### src/rtl/ps2_host_tx.sv
// ps2_host_tx -- PS/2 host-to-device command transmitter.
// Sends one command byte to the device. The sequence is: inhibit the clock,
// request to send, shift out the bits on device clock falling edges, check
// the device ACK, then wait for the bus to go idle. Both lines are
// open-collector, so an *_oe output of 1 pulls the line low.
// Ports:
//   clk, reset          system clock, synchronous active-high reset
//   tx_data, tx_valid   command byte and request (accepted when tx_ready)
//   tx_ready            high only while idle
//   tx_done, tx_error   one-cycle completion / failure (NACK or timeout) pulses
//   busy                high whenever a transfer is in progress
//   ps2_clk_in/data_in  raw line levels
//   ps2_clk_oe/data_oe  line pull-down enables
module ps2_host_tx #(
  parameter int unsigned INHIBIT_CYCLES = 200,
  parameter int unsigned TIMEOUT_CYCLES = 30000
) (
  input  logic       clk,
  input  logic       reset,
  input  logic [7:0] tx_data,
  input  logic       tx_valid,
  output logic       tx_ready,
  output logic       tx_done,
  output logic       tx_error,
  output logic       busy,
  input  logic       ps2_clk_in,
  input  logic       ps2_data_in,
  output logic       ps2_clk_oe,
  output logic       ps2_data_oe
);

  localparam int unsigned INH_W = (INHIBIT_CYCLES > 1) ? $clog2(INHIBIT_CYCLES) : 1;

  typedef enum logic [2:0] {
    S_IDLE, S_INHIBIT, S_REQ, S_SEND, S_ACK, S_WAIT_IDLE
  } state_t;

  state_t           r_state;
  state_t           w_state_next;
  logic             r_clk_s1, r_clk_s2, r_clk_prev;
  logic             r_data_s1, r_data_s2;
  logic [7:0]       r_byte;
  logic             r_parity;
  logic             r_bit_oe;
  logic [3:0]       r_edge_cnt;
  logic [INH_W-1:0] r_inh_cnt;
  logic [14:0]      r_to_cnt;
  logic             w_fall;
  logic             w_timeout;
  logic             w_accept;

  // Two-flop synchronizers; r_clk_prev holds the previous synced clock.
  always_ff @(posedge clk) begin
    if (reset) begin
      r_clk_s1   <= 1'b1;
      r_clk_s2   <= 1'b1;
      r_clk_prev <= 1'b1;
      r_data_s1  <= 1'b1;
      r_data_s2  <= 1'b1;
    end else begin
      r_clk_s1   <= ps2_clk_in;
      r_clk_s2   <= r_clk_s1;
      r_clk_prev <= r_clk_s2;
      r_data_s1  <= ps2_data_in;
      r_data_s2  <= r_data_s1;
    end
  end

  assign w_fall = r_clk_prev & ~r_clk_s2;

  // The timeout covers everything after the request is released.
  assign w_timeout = ((r_state == S_SEND) || (r_state == S_ACK) || (r_state == S_WAIT_IDLE)) &&
                     (r_to_cnt == 15'(TIMEOUT_CYCLES - 1));

  always_ff @(posedge clk) begin
    if (reset) begin
      r_state    <= S_IDLE;
      r_byte     <= '0;
      r_parity   <= 1'b0;
      r_bit_oe   <= 1'b0;
      r_edge_cnt <= '0;
      r_inh_cnt  <= '0;
      r_to_cnt   <= '0;
    end else begin
      r_state <= w_state_next;
      case (r_state)
        S_IDLE: begin
          if (w_accept) begin
            r_byte     <= tx_data;
            r_parity   <= ~^tx_data;
            r_edge_cnt <= '0;
            r_inh_cnt  <= '0;
            r_to_cnt   <= '0;
          end
        end
        S_INHIBIT: r_inh_cnt <= r_inh_cnt + 1'b1;
        S_REQ: begin
          r_bit_oe   <= 1'b1;  // start bit continues into SEND
          r_edge_cnt <= '0;
          r_to_cnt   <= '0;
        end
        S_SEND: begin
          r_to_cnt <= r_to_cnt + 15'd1;
          if (w_fall) begin
            r_edge_cnt <= r_edge_cnt + 4'd1;
            // Edge n puts bit n-1 on the line; edge 9 parity, edge 10 stop.
            if (r_edge_cnt < 4'd8)       r_bit_oe <= ~r_byte[r_edge_cnt[2:0]];
            else if (r_edge_cnt == 4'd8) r_bit_oe <= ~r_parity;
            else                         r_bit_oe <= 1'b0;
          end
        end
        S_ACK, S_WAIT_IDLE: r_to_cnt <= r_to_cnt + 15'd1;
        default: ;
      endcase
    end
  end

  always_comb begin
    w_state_next = r_state;
    w_accept     = 1'b0;
    tx_ready     = 1'b0;
    busy         = 1'b1;
    tx_done      = 1'b0;
    tx_error     = 1'b0;
    ps2_clk_oe   = 1'b0;
    ps2_data_oe  = 1'b0;
    case (r_state)
      S_IDLE: begin
        tx_ready = 1'b1;
        busy     = 1'b0;
        if (tx_valid) begin
          w_accept     = 1'b1;
          w_state_next = S_INHIBIT;
        end
      end
      S_INHIBIT: begin
        ps2_clk_oe = 1'b1;
        if (r_inh_cnt == INH_W'(INHIBIT_CYCLES - 1)) w_state_next = S_REQ;
      end
      S_REQ: begin
        ps2_clk_oe   = 1'b1;
        ps2_data_oe  = 1'b1;
        w_state_next = S_SEND;
      end
      S_SEND: begin
        // Timeout takes priority over a coincident edge and frees the line at once.
        if (w_timeout) begin
          tx_error     = 1'b1;
          w_state_next = S_IDLE;
        end else begin
          ps2_data_oe = r_bit_oe;
          if (w_fall && (r_edge_cnt == 4'd9)) w_state_next = S_ACK;
        end
      end
      S_ACK: begin
        if (w_timeout) begin
          tx_error     = 1'b1;
          w_state_next = S_IDLE;
        end else if (w_fall) begin
          if (r_data_s2) begin
            tx_error     = 1'b1;
            w_state_next = S_IDLE;
          end else begin
            w_state_next = S_WAIT_IDLE;
          end
        end
      end
      S_WAIT_IDLE: begin
        if (w_timeout) begin
          tx_error     = 1'b1;
          w_state_next = S_IDLE;
        end else if (r_clk_s2 && r_data_s2) begin
          tx_done      = 1'b1;
          w_state_next = S_IDLE;
        end
      end
      default: w_state_next = S_IDLE;
    endcase
  end

endmodule

### config.mk
export PLATFORM = sky130hd
export DESIGN_NAME = ps2_host_tx
export DESIGN_NICKNAME = d
export VERILOG_FILES = /design/src/rtl/ps2_host_tx.sv
export SDC_FILE = /design/constraint.sdc
export NUM_CORES = 1
export LEC_CHECK = 0
export CORE_UTILIZATION = 50
export CTS_BUF_LIST = sky130_fd_sc_hd__clkbuf_8
export DETAILED_ROUTE_END_ITERATION = 12
export DONT_BUFFER_PORTS = 1
export GPL_ROUTABILITY_DRIVEN = 0
export SKIP_CTS_REPAIR_TIMING = 1
export SYNTH_ARGS = -nofsm -noshare
export SYNTH_HDL_FRONTEND = slang
export SYNTH_SLANG_ARGS = --single-unit
### constraint.sdc
create_clock -name clk -period 2.5 [get_ports clk]
set_input_delay 0.25 -clock clk [delete_from_list [all_inputs] [get_ports clk]]
set_output_delay 0.25 -clock clk [all_outputs]
set_load 0.005 [all_outputs]
==> qor.txt <==
Commonest non-fill, non-tap cell in the layout = dfxtp_1
Fin crit period = 1956 ps
Pins Over Slew Limit = 0
Leakage = 0.8475 nW
Synth area leaders = dfxtp_1, xnor2_1, a21oi_1, nor2_1, nand2_1
Vias in the first global route = 1600
Initial antenna violation count = 0
Pwr Total = 1.888 mW
Register Area = 900.9 µm²
Outcome = completed
Fin area = 2416 µm²
CP endpoint kind = flop
Data required time of the worst path = 2670 ps
Top-Level Pins = 19
Port buffer count = 0
Cell Area, Placed = 2295 µm²
Endpoints failing setup = 0
Die area = 4834 µm²
EDFF count, synth = 0
Main flop type after synthesis = dfxtp_1
WP data arrival = 2120 ps
Clk_lat worst skew = 300 ps
First-pass GRT wire length = 7307 µm
Number of cell rows = 24
WL final = 4356 µm
Core area = 4354 µm²
Crit-path max FO = 18
CTS tree = yes
Pre-CTS WS = 581.5 ps
Netlist cell types = 43
Endpoints failing hold = 0
Worst IR Drop VDD = 0.0004323 V
Remaining DRCs = 0
Crit Path Category = reg -> reg
Leading cell types in the layout, fill and taps excluded = dfxtp_1, nor2_1, nand2_1
GRT Util Overall = 18.88%
DIE WIDTH = 69.53 µm
Hold Slack = 11.94 ps
RSZ-0062 raised after global routing = no
Drt first pass iters = 4
Part of the cycle the worst path needs = 78.24%
Vias = 1793
Clock sink count = 45
CTS H-tree depth = 2
CTS max path bufs = 2
Footprint of the multi-input gates = 1303 µm²
FFs w/ async S/R, synth = 0%
Final worst slack = 544.1 ps
DR iter-0 viols = 51
Slew @ Worst Pin = 669.4 ps
Synth Cell Area = 2280 µm²
Antenna Nets Post-Route = 0
Vias per inst = 5.551
Post-layout nets = 288
Top cell type's share of synthesized area = 39.52%
Worst hold path type = in -> reg
TNS Setup = 0 ps
DP HPWL = 2966 µm
Syn Area/Cell = 8.350 µm²
Fill cells = 414
Final Util = 55.49%
N_diodes = 0
Seq cells post-synth = 45
Wirelength per Cell = 13.49 µm
Vert. Die Dim = 69.53 µm
Skew final = 10.25 ps
Yosys warnings = 0
Root Driver = clkbuf_8
FMAX = 511.3 MHz
Post-Layout Cell Count = 323
Max Cap Viol = 0
Pin count of the biggest net entering global routing = 30
Layout cells sized above 1 = 8.856%
Layout area overhead = 5.983%
Total placed cells including tap cells = 313
Setup crit start kind = flop
Initial Utilization = 52.36%
Mapped Cells = 273
CTS clk-pin slew, worst paths = 80 ps
CTS buffer count = 5
Syn nets = 291
Post-synthesis sequential area ratio = 39.52%
Grt ovf = 0
Synth area leader = dfxtp_1
Worst slew margin = 55.37%
Pwr dens = 781.3 nW/µm²
==> flip-flops by register name, indices dropped and copies added, names as in the netlist, 3 cells and up <==
register,flops
r_to_cnt,15
r_byte,8
r_inh_cnt,8
r_edge_cnt,4
r_state,3
==> cell type report <==
type                       instances  share of cell area, %
timing repair buffer               2                 0.8286
sequential                        45                  37.29
multi-input combinational        209                  53.91
tap                               52                  2.693
clock buffer                       7                  3.988
inverter                           7                  1.088
clock inverter                     1                 0.2071
==> worst max-delay path, cell delays in order (launching register included) <==
cell	delay (ps)
dfxtp_1	480
nor3_1	500
and2_1	410
nor2_1	130
o21ai_0	210
a21oi_1	80
==> logic make-up (layout without fill, tap and decap cells) <==
logic type,Yosys count,count (layout),share of synthesized area (%)
flip-flops,45,45,39.52
multiplexers,3,3,2.580
buffers and inverters,19,17,3.348
adder cells (fa/ha/maj),5,5,2.744
XOR/XNOR,21,21,8.068
AND/OR/NAND/NOR,128,128,30.08
AO/OA/AOI/OAI,52,52,13.67
==> cells in the mapped netlist, drive strengths merged (5+ instances only) <==
| library cell | instances |
|---|---|
| xnor2 | 19 |
| ha | 5 |
| dfxtp | 45 |
| nor2 | 32 |
| a21oi | 29 |
| or2 | 8 |
| nand2 | 30 |
| nor3 | 13 |
| nand2b | 6 |
| nand3 | 10 |
| inv | 7 |
| clkbuf | 8 |
| o21ai | 9 |
==> power breakdown <==
part	internal, mW	total [mW]	switching (mW)	leakage, nW
combinational	0.203	0.508	0.306	0.428
clock	0.250	0.495	0.245	0.0542
sequential	0.786	0.884	0.0982	0.366
==> routing by layer <==
metal / vias up / wire, µm / track usage (%)
li1: 943 / - / -
met1: 817 / 2077 / 23.85
met2: 27 / 2018 / 30.20
met3: 6 / 189 / 5.523
met4: 0 / 70 / 7.483
met5: - / 0 / 0
==> final timing paths <==
path              startpoint  slack (ps)           end  depth (start not counted)
setup / recovery  r_state[0]         540  r_inh_cnt[2]                          5
hold / removal         reset          10   r_to_cnt[1]                          1
setup reg to reg  r_state[0]         540  r_inh_cnt[2]                          5
hold reg to reg    r_data_s1         410     r_data_s2                          1
Note: power is estimated with default switching activity, not from simulation.
